<file path="config.mk">
export PLATFORM = sky130hd
export DESIGN_NAME = i2c_temp_poller
export DESIGN_NICKNAME = d
export VERILOG_FILES = /design/src/rtl/i2c_temp_pkg.sv /design/src/rtl/cycle_timer.sv /design/src/rtl/i2c_temp_poller.sv
export SDC_FILE = /design/constraint.sdc
export NUM_CORES = 1
export LEC_CHECK = 0
export BUFFER_PORTS_ARGS = -buffer_cell sky130_fd_sc_hd__buf_2
export CORE_ASPECT_RATIO = 0.9
export CORE_MARGIN = 10
export CORE_UTILIZATION = 50
export CTS_BUF_LIST = sky130_fd_sc_hd__clkbuf_4 sky130_fd_sc_hd__clkbuf_8
export DETAILED_ROUTE_END_ITERATION = 7
export GPL_ROUTABILITY_DRIVEN = 0
export GPL_TIMING_DRIVEN = 1
export PLACE_DENSITY = 0.71
export SLEW_MARGIN = 40
export SYNTH_ARGS = -nofsm -noshare
export SYNTH_HDL_FRONTEND = slang
export SYNTH_SLANG_ARGS = --single-unit
</file>
<file path="constraint.sdc">
create_clock -name clk -period 5.5 [get_ports clk]
set_clock_uncertainty 0.15 [all_clocks]
set_input_delay 0.275 -clock clk [delete_from_list [all_inputs] [get_ports clk]]
set_output_delay 0.275 -clock clk [all_outputs]
set_load 0.005 [all_outputs]
</file>
<file path="src/rtl/i2c_temp_pkg.sv">
// Shared types and constants for the I2C temperature poller.
// Register map of the sensor plus the sequencer state encoding.
package i2c_temp_pkg;

  typedef enum logic [3:0] {
    ST_IDLE,
    ST_CFG_ISSUE,
    ST_CFG_WAIT,
    ST_WAIT_PERIOD,
    ST_RD_MSB_ISSUE,
    ST_RD_MSB_WAIT,
    ST_RD_LSB_ISSUE,
    ST_RD_LSB_WAIT,
    ST_PUBLISH,
    ST_FAULT
  } poller_state_t;

  localparam logic [7:0] TEMP_MSB_REG = 8'h00;
  localparam logic [7:0] TEMP_LSB_REG = 8'h01;
  localparam logic [7:0] CONFIG_REG   = 8'h03;

  // Width able to hold the larger of two cycle counts.
  function automatic int cnt_width(input int a, input int b);
    int m;
    m = (a > b) ? a : b;
    return $clog2(m + 1);
  endfunction

endpackage

</file>
<file path="src/rtl/cycle_timer.sv">
// Loadable down-counter; expired while the count sits at zero.
// Loading N-1 on state entry gives an expiry in the Nth cycle.
module cycle_timer #(
  parameter int W = 8
) (
  input  logic         clk,
  input  logic         rst,
  input  logic         load_i,
  input  logic [W-1:0] load_val_i,
  output logic         expired_o
);

  logic [W-1:0] cnt_q;
  logic [W-1:0] cnt_d;

  // Load wins; otherwise count down and park at zero.
  always_comb begin
    cnt_d = cnt_q;
    if (load_i) begin
      cnt_d = load_val_i;
    end else if (cnt_q != '0) begin
      cnt_d = cnt_q - W'(1);
    end
  end

  // Counter register with synchronous active-low reset.
  always_ff @(posedge clk) begin
    if (!rst) begin
      cnt_q <= '0;
    end else begin
      cnt_q <= cnt_d;
    end
  end

  assign expired_o = (cnt_q == '0);

endmodule

</file>
<file path="src/rtl/i2c_temp_poller.sv">
// Sequencer owning the I2C wrapper command port: configures the
// sensor once, then polls both temperature bytes every period.
module i2c_temp_poller
  import i2c_temp_pkg::*;
#(
  parameter int         CLK_FREQ       = 100_000_000,
  parameter logic [6:0] DEV_ADDR       = 7'h4B,
  parameter logic [7:0] CFG_REG        = CONFIG_REG,
  parameter logic [7:0] CFG_VALUE      = 8'h80,
  parameter int         POLL_CYCLES    = 25_000_000,
  parameter int         TIMEOUT_CYCLES = 1_000_000,
  parameter int         MAX_RETRIES    = 3
) (
  input  logic        clk,
  input  logic        rst,
  input  logic        enable,
  output logic        i2c_start,
  output logic        i2c_rd_wr,
  output logic [7:0]  i2c_reg_addr,
  output logic [6:0]  i2c_bus_addr,
  output logic [7:0]  i2c_wr_data,
  input  logic [7:0]  i2c_rd_data,
  input  logic        i2c_busy,
  input  logic        i2c_done,
  input  logic        i2c_error,
  output logic [15:0] temp_raw,
  output logic [8:0]  temp_int,
  output logic        temp_valid,
  output logic        fault
);

  localparam int CNT_W = cnt_width(POLL_CYCLES, TIMEOUT_CYCLES);
  localparam int RTY_W = $clog2(MAX_RETRIES + 2);
  localparam logic [CNT_W-1:0] POLL_LOAD = CNT_W'(POLL_CYCLES - 1);
  localparam logic [CNT_W-1:0] TMO_LOAD  = CNT_W'(TIMEOUT_CYCLES - 1);

  if (CLK_FREQ <= 0) begin : g_bad_clk
    $error("CLK_FREQ must be positive");
  end

  poller_state_t state_q, state_d;

  logic             start_q, start_d;
  logic             rd_wr_q, rd_wr_d;
  logic [7:0]       reg_q, reg_d;
  logic [7:0]       wdat_q, wdat_d;
  logic [7:0]       msb_q, msb_d;
  logic [15:0]      raw_q, raw_d;
  logic [8:0]       tint_q, tint_d;
  logic             valid_q, valid_d;
  logic             fault_q, fault_d;
  logic             cfgd_q, cfgd_d;
  logic [RTY_W-1:0] rty_q, rty_d;

  logic poll_exp, tmo_exp;
  logic poll_load, tmo_load;
  logic txn_ok, txn_fail, rty_exh;

  assign txn_ok   = i2c_done && !i2c_error;
  assign txn_fail = i2c_error || (tmo_exp && !i2c_done);
  assign rty_exh  = (int'(rty_q) + 1) > MAX_RETRIES;

  assign poll_load = (state_d != state_q) &&
                     (state_d == ST_WAIT_PERIOD ||
                      state_d == ST_FAULT);
  assign tmo_load  = (state_d != state_q) &&
                     (state_d == ST_CFG_WAIT ||
                      state_d == ST_RD_MSB_WAIT ||
                      state_d == ST_RD_LSB_WAIT);

  cycle_timer #(.W(CNT_W)) u_poll (
    .clk        (clk),
    .rst        (rst),
    .load_i     (poll_load),
    .load_val_i (POLL_LOAD),
    .expired_o  (poll_exp)
  );

  cycle_timer #(.W(CNT_W)) u_tmo (
    .clk        (clk),
    .rst        (rst),
    .load_i     (tmo_load),
    .load_val_i (TMO_LOAD),
    .expired_o  (tmo_exp)
  );

  // State register.
  always_ff @(posedge clk) begin
    if (!rst) begin
      state_q <= ST_IDLE;
    end else begin
      state_q <= state_d;
    end
  end

  // Next-state logic; any read failure restarts at the MSB read.
  always_comb begin
    state_d = state_q;
    unique case (state_q)
      ST_IDLE: begin
        if (enable) begin
          state_d = cfgd_q ? ST_RD_MSB_ISSUE : ST_CFG_ISSUE;
        end
      end
      ST_CFG_ISSUE: begin
        if (!i2c_busy) state_d = ST_CFG_WAIT;
      end
      ST_CFG_WAIT: begin
        if (txn_fail) begin
          state_d = rty_exh ? ST_FAULT : ST_CFG_ISSUE;
        end else if (txn_ok) begin
          state_d = ST_WAIT_PERIOD;
        end
      end
      ST_WAIT_PERIOD: begin
        if (poll_exp) begin
          state_d = enable ? ST_RD_MSB_ISSUE : ST_IDLE;
        end
      end
      ST_RD_MSB_ISSUE: begin
        if (!i2c_busy) state_d = ST_RD_MSB_WAIT;
      end
      ST_RD_MSB_WAIT: begin
        if (txn_fail) begin
          state_d = rty_exh ? ST_FAULT : ST_RD_MSB_ISSUE;
        end else if (txn_ok) begin
          state_d = ST_RD_LSB_ISSUE;
        end
      end
      ST_RD_LSB_ISSUE: begin
        if (!i2c_busy) state_d = ST_RD_LSB_WAIT;
      end
      ST_RD_LSB_WAIT: begin
        if (txn_fail) begin
          state_d = rty_exh ? ST_FAULT : ST_RD_MSB_ISSUE;
        end else if (txn_ok) begin
          state_d = ST_PUBLISH;
        end
      end
      ST_PUBLISH: state_d = ST_WAIT_PERIOD;
      ST_FAULT: begin
        if (poll_exp) state_d = ST_IDLE;
      end
      default: state_d = ST_IDLE;
    endcase
  end

  // Output and flag next values; command fields hold between issues.
  always_comb begin
    start_d = 1'b0;
    rd_wr_d = rd_wr_q;
    reg_d   = reg_q;
    wdat_d  = wdat_q;
    msb_d   = msb_q;
    raw_d   = raw_q;
    tint_d  = tint_q;
    valid_d = 1'b0;
    cfgd_d  = cfgd_q;
    rty_d   = rty_q;
    fault_d = (state_d == ST_FAULT);
    unique case (state_q)
      ST_CFG_ISSUE: begin
        if (!i2c_busy) begin
          start_d = 1'b1;
          rd_wr_d = 1'b0;
          reg_d   = CFG_REG;
          wdat_d  = CFG_VALUE;
        end
      end
      ST_RD_MSB_ISSUE: begin
        if (!i2c_busy) begin
          start_d = 1'b1;
          rd_wr_d = 1'b1;
          reg_d   = TEMP_MSB_REG;
          wdat_d  = 8'h00;
        end
      end
      ST_RD_LSB_ISSUE: begin
        if (!i2c_busy) begin
          start_d = 1'b1;
          rd_wr_d = 1'b1;
          reg_d   = TEMP_LSB_REG;
          wdat_d  = 8'h00;
        end
      end
      ST_CFG_WAIT: begin
        if (txn_fail) begin
          rty_d = rty_q + RTY_W'(1);
        end else if (txn_ok) begin
          cfgd_d = 1'b1;
        end
      end
      ST_RD_MSB_WAIT: begin
        if (txn_fail) begin
          rty_d = rty_q + RTY_W'(1);
        end else if (txn_ok) begin
          msb_d = i2c_rd_data;
        end
      end
      ST_RD_LSB_WAIT: begin
        if (txn_fail) begin
          rty_d = rty_q + RTY_W'(1);
        end else if (txn_ok) begin
          raw_d   = {msb_q, i2c_rd_data};
          tint_d  = {msb_q, i2c_rd_data[7]};
          valid_d = 1'b1;
        end
      end
      ST_PUBLISH: rty_d = '0;
      ST_FAULT: begin
        if (poll_exp) begin
          cfgd_d = 1'b0;
          rty_d  = '0;
        end
      end
      default: ;
    endcase
  end

  // Registered outputs, capture registers and flags.
  always_ff @(posedge clk) begin
    if (!rst) begin
      start_q <= 1'b0;
      rd_wr_q <= 1'b0;
      reg_q   <= 8'h00;
      wdat_q  <= 8'h00;
      msb_q   <= 8'h00;
      raw_q   <= 16'h0000;
      tint_q  <= 9'h000;
      valid_q <= 1'b0;
      fault_q <= 1'b0;
      cfgd_q  <= 1'b0;
      rty_q   <= '0;
    end else begin
      start_q <= start_d;
      rd_wr_q <= rd_wr_d;
      reg_q   <= reg_d;
      wdat_q  <= wdat_d;
      msb_q   <= msb_d;
      raw_q   <= raw_d;
      tint_q  <= tint_d;
      valid_q <= valid_d;
      fault_q <= fault_d;
      cfgd_q  <= cfgd_d;
      rty_q   <= rty_d;
    end
  end

  assign i2c_start    = start_q;
  assign i2c_rd_wr    = rd_wr_q;
  assign i2c_reg_addr = reg_q;
  assign i2c_bus_addr = DEV_ADDR;
  assign i2c_wr_data  = wdat_q;
  assign temp_raw     = raw_q;
  assign temp_int     = tint_q;
  assign temp_valid   = valid_q;
  assign fault        = fault_q;

endmodule

</file>
==> impl_metrics.json <==
{
  "status": "completed",
  "yosysUniqueCellTypes": 63,
  "synth_edf_count": 0,
  "cts_tree": "built",
  "setup_violations": 0,
  "met3_usage_pct": 5.536,
  "maxSlewHeadroom_pct": 57.25,
  "reg2reg_to": "u_poll.cnt_q[3]$_SDFFE_PN0P_",
  "seq_area_um2": 1782,
  "path_clk_slew_ns": 0.09,
  "dieWidth_um": 119.5,
  "reg2reg_slack_ns": 2.60,
  "fin_crit_ns": 2.903,
  "fillCellCount": 780,
  "dr.first_iter.drc_count": 180,
  "grt_overflow": 0,
  "cts.htree.levels": 3,
  "finalNetCount": 572,
  "start_util_pct": 51.70,
  "busiest_layer": "met2",
  "crit_path_end_kind": "flip-flop",
  "die_y_um": 109.5,
  "rsz0062_at_grt": "no",
  "min-delay-start": "i2c_busy",
  "synthArstFlopShare_pct": 0,
  "crit_required_ns": 5.61,
  "peakVddDrop_uv": 392.1,
  "synth_area_leader_cell": "dfxtp_1",
  "grt_pass1_vias": 3405,
  "grt_max_degree": 60,
  "num_vias": 3564,
  "crit_slowest_cell": "nor4_1",
  "viasPerCell": 5.264,
  "hp-class": "input pin to flip-flop",
  "wl_mm": 9.144,
  "ctsResizeCount": 0,
  "root_buffer": "clkbuf_8",
  "fin_area_um2": 4848,
  "drv_cap": 0,
  "maxSlewViolCount": 0,
  "ys_seq_area_share_pct": 40.03,
  "grt_pass1_wl_mm": 15.75,
  "wl_per_cell_um": 13.51,
  "power_density_nw_per_um2": 518.7,
  "antenna_found_initial": 1,
  "hold_viol": 0,
  "p_leak_nw": 1.931,
  "io_buffers": 45,
  "path_class": "flip-flop to flip-flop",
  "syn_area_per_cell_um2": 8.575,
  "grt_use_total_pct": 14.27,
  "cts_sinks": 89,
  "core_area_um2": 8608,
  "num_io_pins": 66,
  "hold-path-cell-count": 3,
  "cts.path.max_buffers": 2,
  "num_antenna_cells": 0,
  "cp_data_arrival_time_ns": 3.02,
  "yosysWarnings": 0,
  "synth_area_um2": 4451,
  "ys_ff_latch": 89,
  "max_stage_delay_ns": 0.54,
  "crit_chain": "nor4_1, nand4_1, or3_1, o311ai_0, a31oi_1, nor4b_4, buf_4, o31a_2",
  "die_area_um2": 13080,
  "area_growth_pct": 8.940,
  "finalSetupTns_ns": 0,
  "synth_area_leaders": "dfxtp_1 40%, xnor2_1 5.5%, a21oi_1 5.2%, buf_4 4.9%, nor2_1 4.6%",
  "layout_worst_path_cycle_share_pct": 52.79,
  "antenna_left": 0,
  "dp_hpwl_mm": 6.670,
  "reg2reg_from": "u_tmo.cnt_q[8]$_SDFFE_PP0P_",
  "synthCells": 519,
  "drive_above_1_share_pct": 15.59,
  "placed_cell_area_um2": 4547,
  "grt.met2_usage_pct": 23.12,
  "clk_latency_ns": 0.37,
  "worst_pin_slew_ns": 0.6394,
  "cp_max_fo": 25,
  "max_freq_ghz": 0.3444,
  "final_common_cell": "dfxtp_1",
  "synth_ff_type": "dfxtp_1",
  "rows": 32,
  "synth.top_cell.area_share_pct": 40.03,
  "startpoint_type": "flip-flop",
  "globalRouteMet1Util_pct": 17.00,
  "drt_first_pass_iters": 4,
  "cts_made_buffers": 9,
  "multi_input_comb_area_um2": 2321,
  "reg2reg_depth": 8,
  "min_to": "i2c_rd_wr$_SDFFE_PN0P_",
  "mostFrequentLayoutCells": "89 x dfxtp_1, 54 x nor2_1, 49 x nand2_1, 46 x a21oi_1, 45 x buf_2",
  "drc_errors": 0
}
## power breakdown
| group | internal [mW] | switching, mW |
|---|---|---|
| combinational | 0.470 | 0.574 |
| sequential | 0.805 | 0.168 |
| clock | 0.263 | 0.235 |
## synth_stat cells, drive strengths merged (6+ instances only)
library cell / number
dfxtp: 89
nor2: 54
nand2: 49
a21oi: 46
buf: 32
xnor2: 28
nor3: 25
nor4: 20
clkbuf: 17
o21a: 17
o21ai: 15
xor2: 12
nand3: 11
inv: 10
mux2i: 10
or3: 9
or4: 6
## worst max-delay path by stage
| stage | endpoint | slack (ns) | startpoint |
|---|---|---|---|
| detailed placement | u_poll.cnt_q[3]$_SDFFE_PN0P_ | 2.65 | u_tmo.cnt_q[8]$_SDFFE_PP0P_ |
| global placement | u_poll.cnt_q[3]$_SDFFE_PN0P_ | 2.70 | u_poll.cnt_q[17]$_SDFFE_PP0P_ |
| CTS | u_poll.cnt_q[3]$_SDFFE_PN0P_ | 2.63 | u_tmo.cnt_q[8]$_SDFFE_PP0P_ |
| global route | u_poll.cnt_q[3]$_SDFFE_PN0P_ | 2.31 | u_tmo.cnt_q[8]$_SDFFE_PP0P_ |
| floorplan | u_poll.cnt_q[10]$_SDFFE_PP0P_ | 2.90 | u_poll.cnt_q[17]$_SDFFE_PP0P_ |
| finish | u_poll.cnt_q[3]$_SDFFE_PN0P_ | 2.60 | u_tmo.cnt_q[8]$_SDFFE_PP0P_ |
## sequential cells by signal (all words and copies together), names as in the netlist
signal        flops
cfgd_q            1
fault             1
i2c_rd_wr         1
i2c_reg_addr      2
i2c_start         1
i2c_wr_data       1
msb_q             8
rty_q             3
state_q           4
temp_raw         16
temp_valid        1
u_poll.cnt_q     25
u_tmo.cnt_q      25
## metal layers
metal	vias up	share of wire, %
li1	1839	-
met1	1628	47
met2	87	44
met3	8	8.3
met4	2	0.71
met5	-	0.11
## kinds of logic (layout without fill, tap and decap cells)
group | after synthesis | after routing | synth area share, %
other | 2 | 20 | 0.1687
and+or+nand+nor | 206 | 206 | 24.09
adders and majority gates | 5 | 5 | 1.406
DFF | 89 | 89 | 40.03
buffers and inverters | 62 | 83 | 9.334
xor gates and xnor gates | 40 | 40 | 7.872
AOI/OAI and AO/OA | 103 | 103 | 14.34
muxes | 12 | 12 | 2.755
## worst max-delay path: cells and delay by family (launching register included)
| family | cells | cell delay [ns] |
|---|---|---|
| AO/OA/AOI/OAI | 3 | 0.62 |
| buffers and inverters | 1 | 0.23 |
| AND/OR/NAND/NOR | 4 | 1.43 |
| flip-flops | 1 | 0.37 |
## what timing repair did
action | CTS | global route
endpoints found under the hold margin | 8 | 0
setup buffers | 0 | 0
hold buffers | 8 | 0
## final cells by class
type                    instances  share of cell area [%]
clock buffers                  10                   2.710
clock inverters                 6                   1.858
inverters                      10                  0.8258
multi-input cells             386                   47.87
flip-flops and latches         89                   36.75
well taps                     119                   3.071
repair buffers                 57                   6.916
## metrics by stage
stage / power, mW / hold slack, ns / setup WS, ns / utilization [%] / instances
after floorplan: 1.840 / 0.2610 / 2.899 / - / 537
after global placement: 1.973 / 0.2832 / 2.705 / 52.79 / 653
after detailed placement: 2.015 / 0.2957 / 2.651 / 52.82 / 653
after CTS: 2.530 / 0.1446 / 2.629 / 56.32 / 677
after global routing: 2.715 / 0.1719 / 2.308 / 56.32 / 677
final: 2.515 / 0.1655 / 2.597 / 56.32 / 677
No activity file was read; power rests on OpenSTA's default activity.
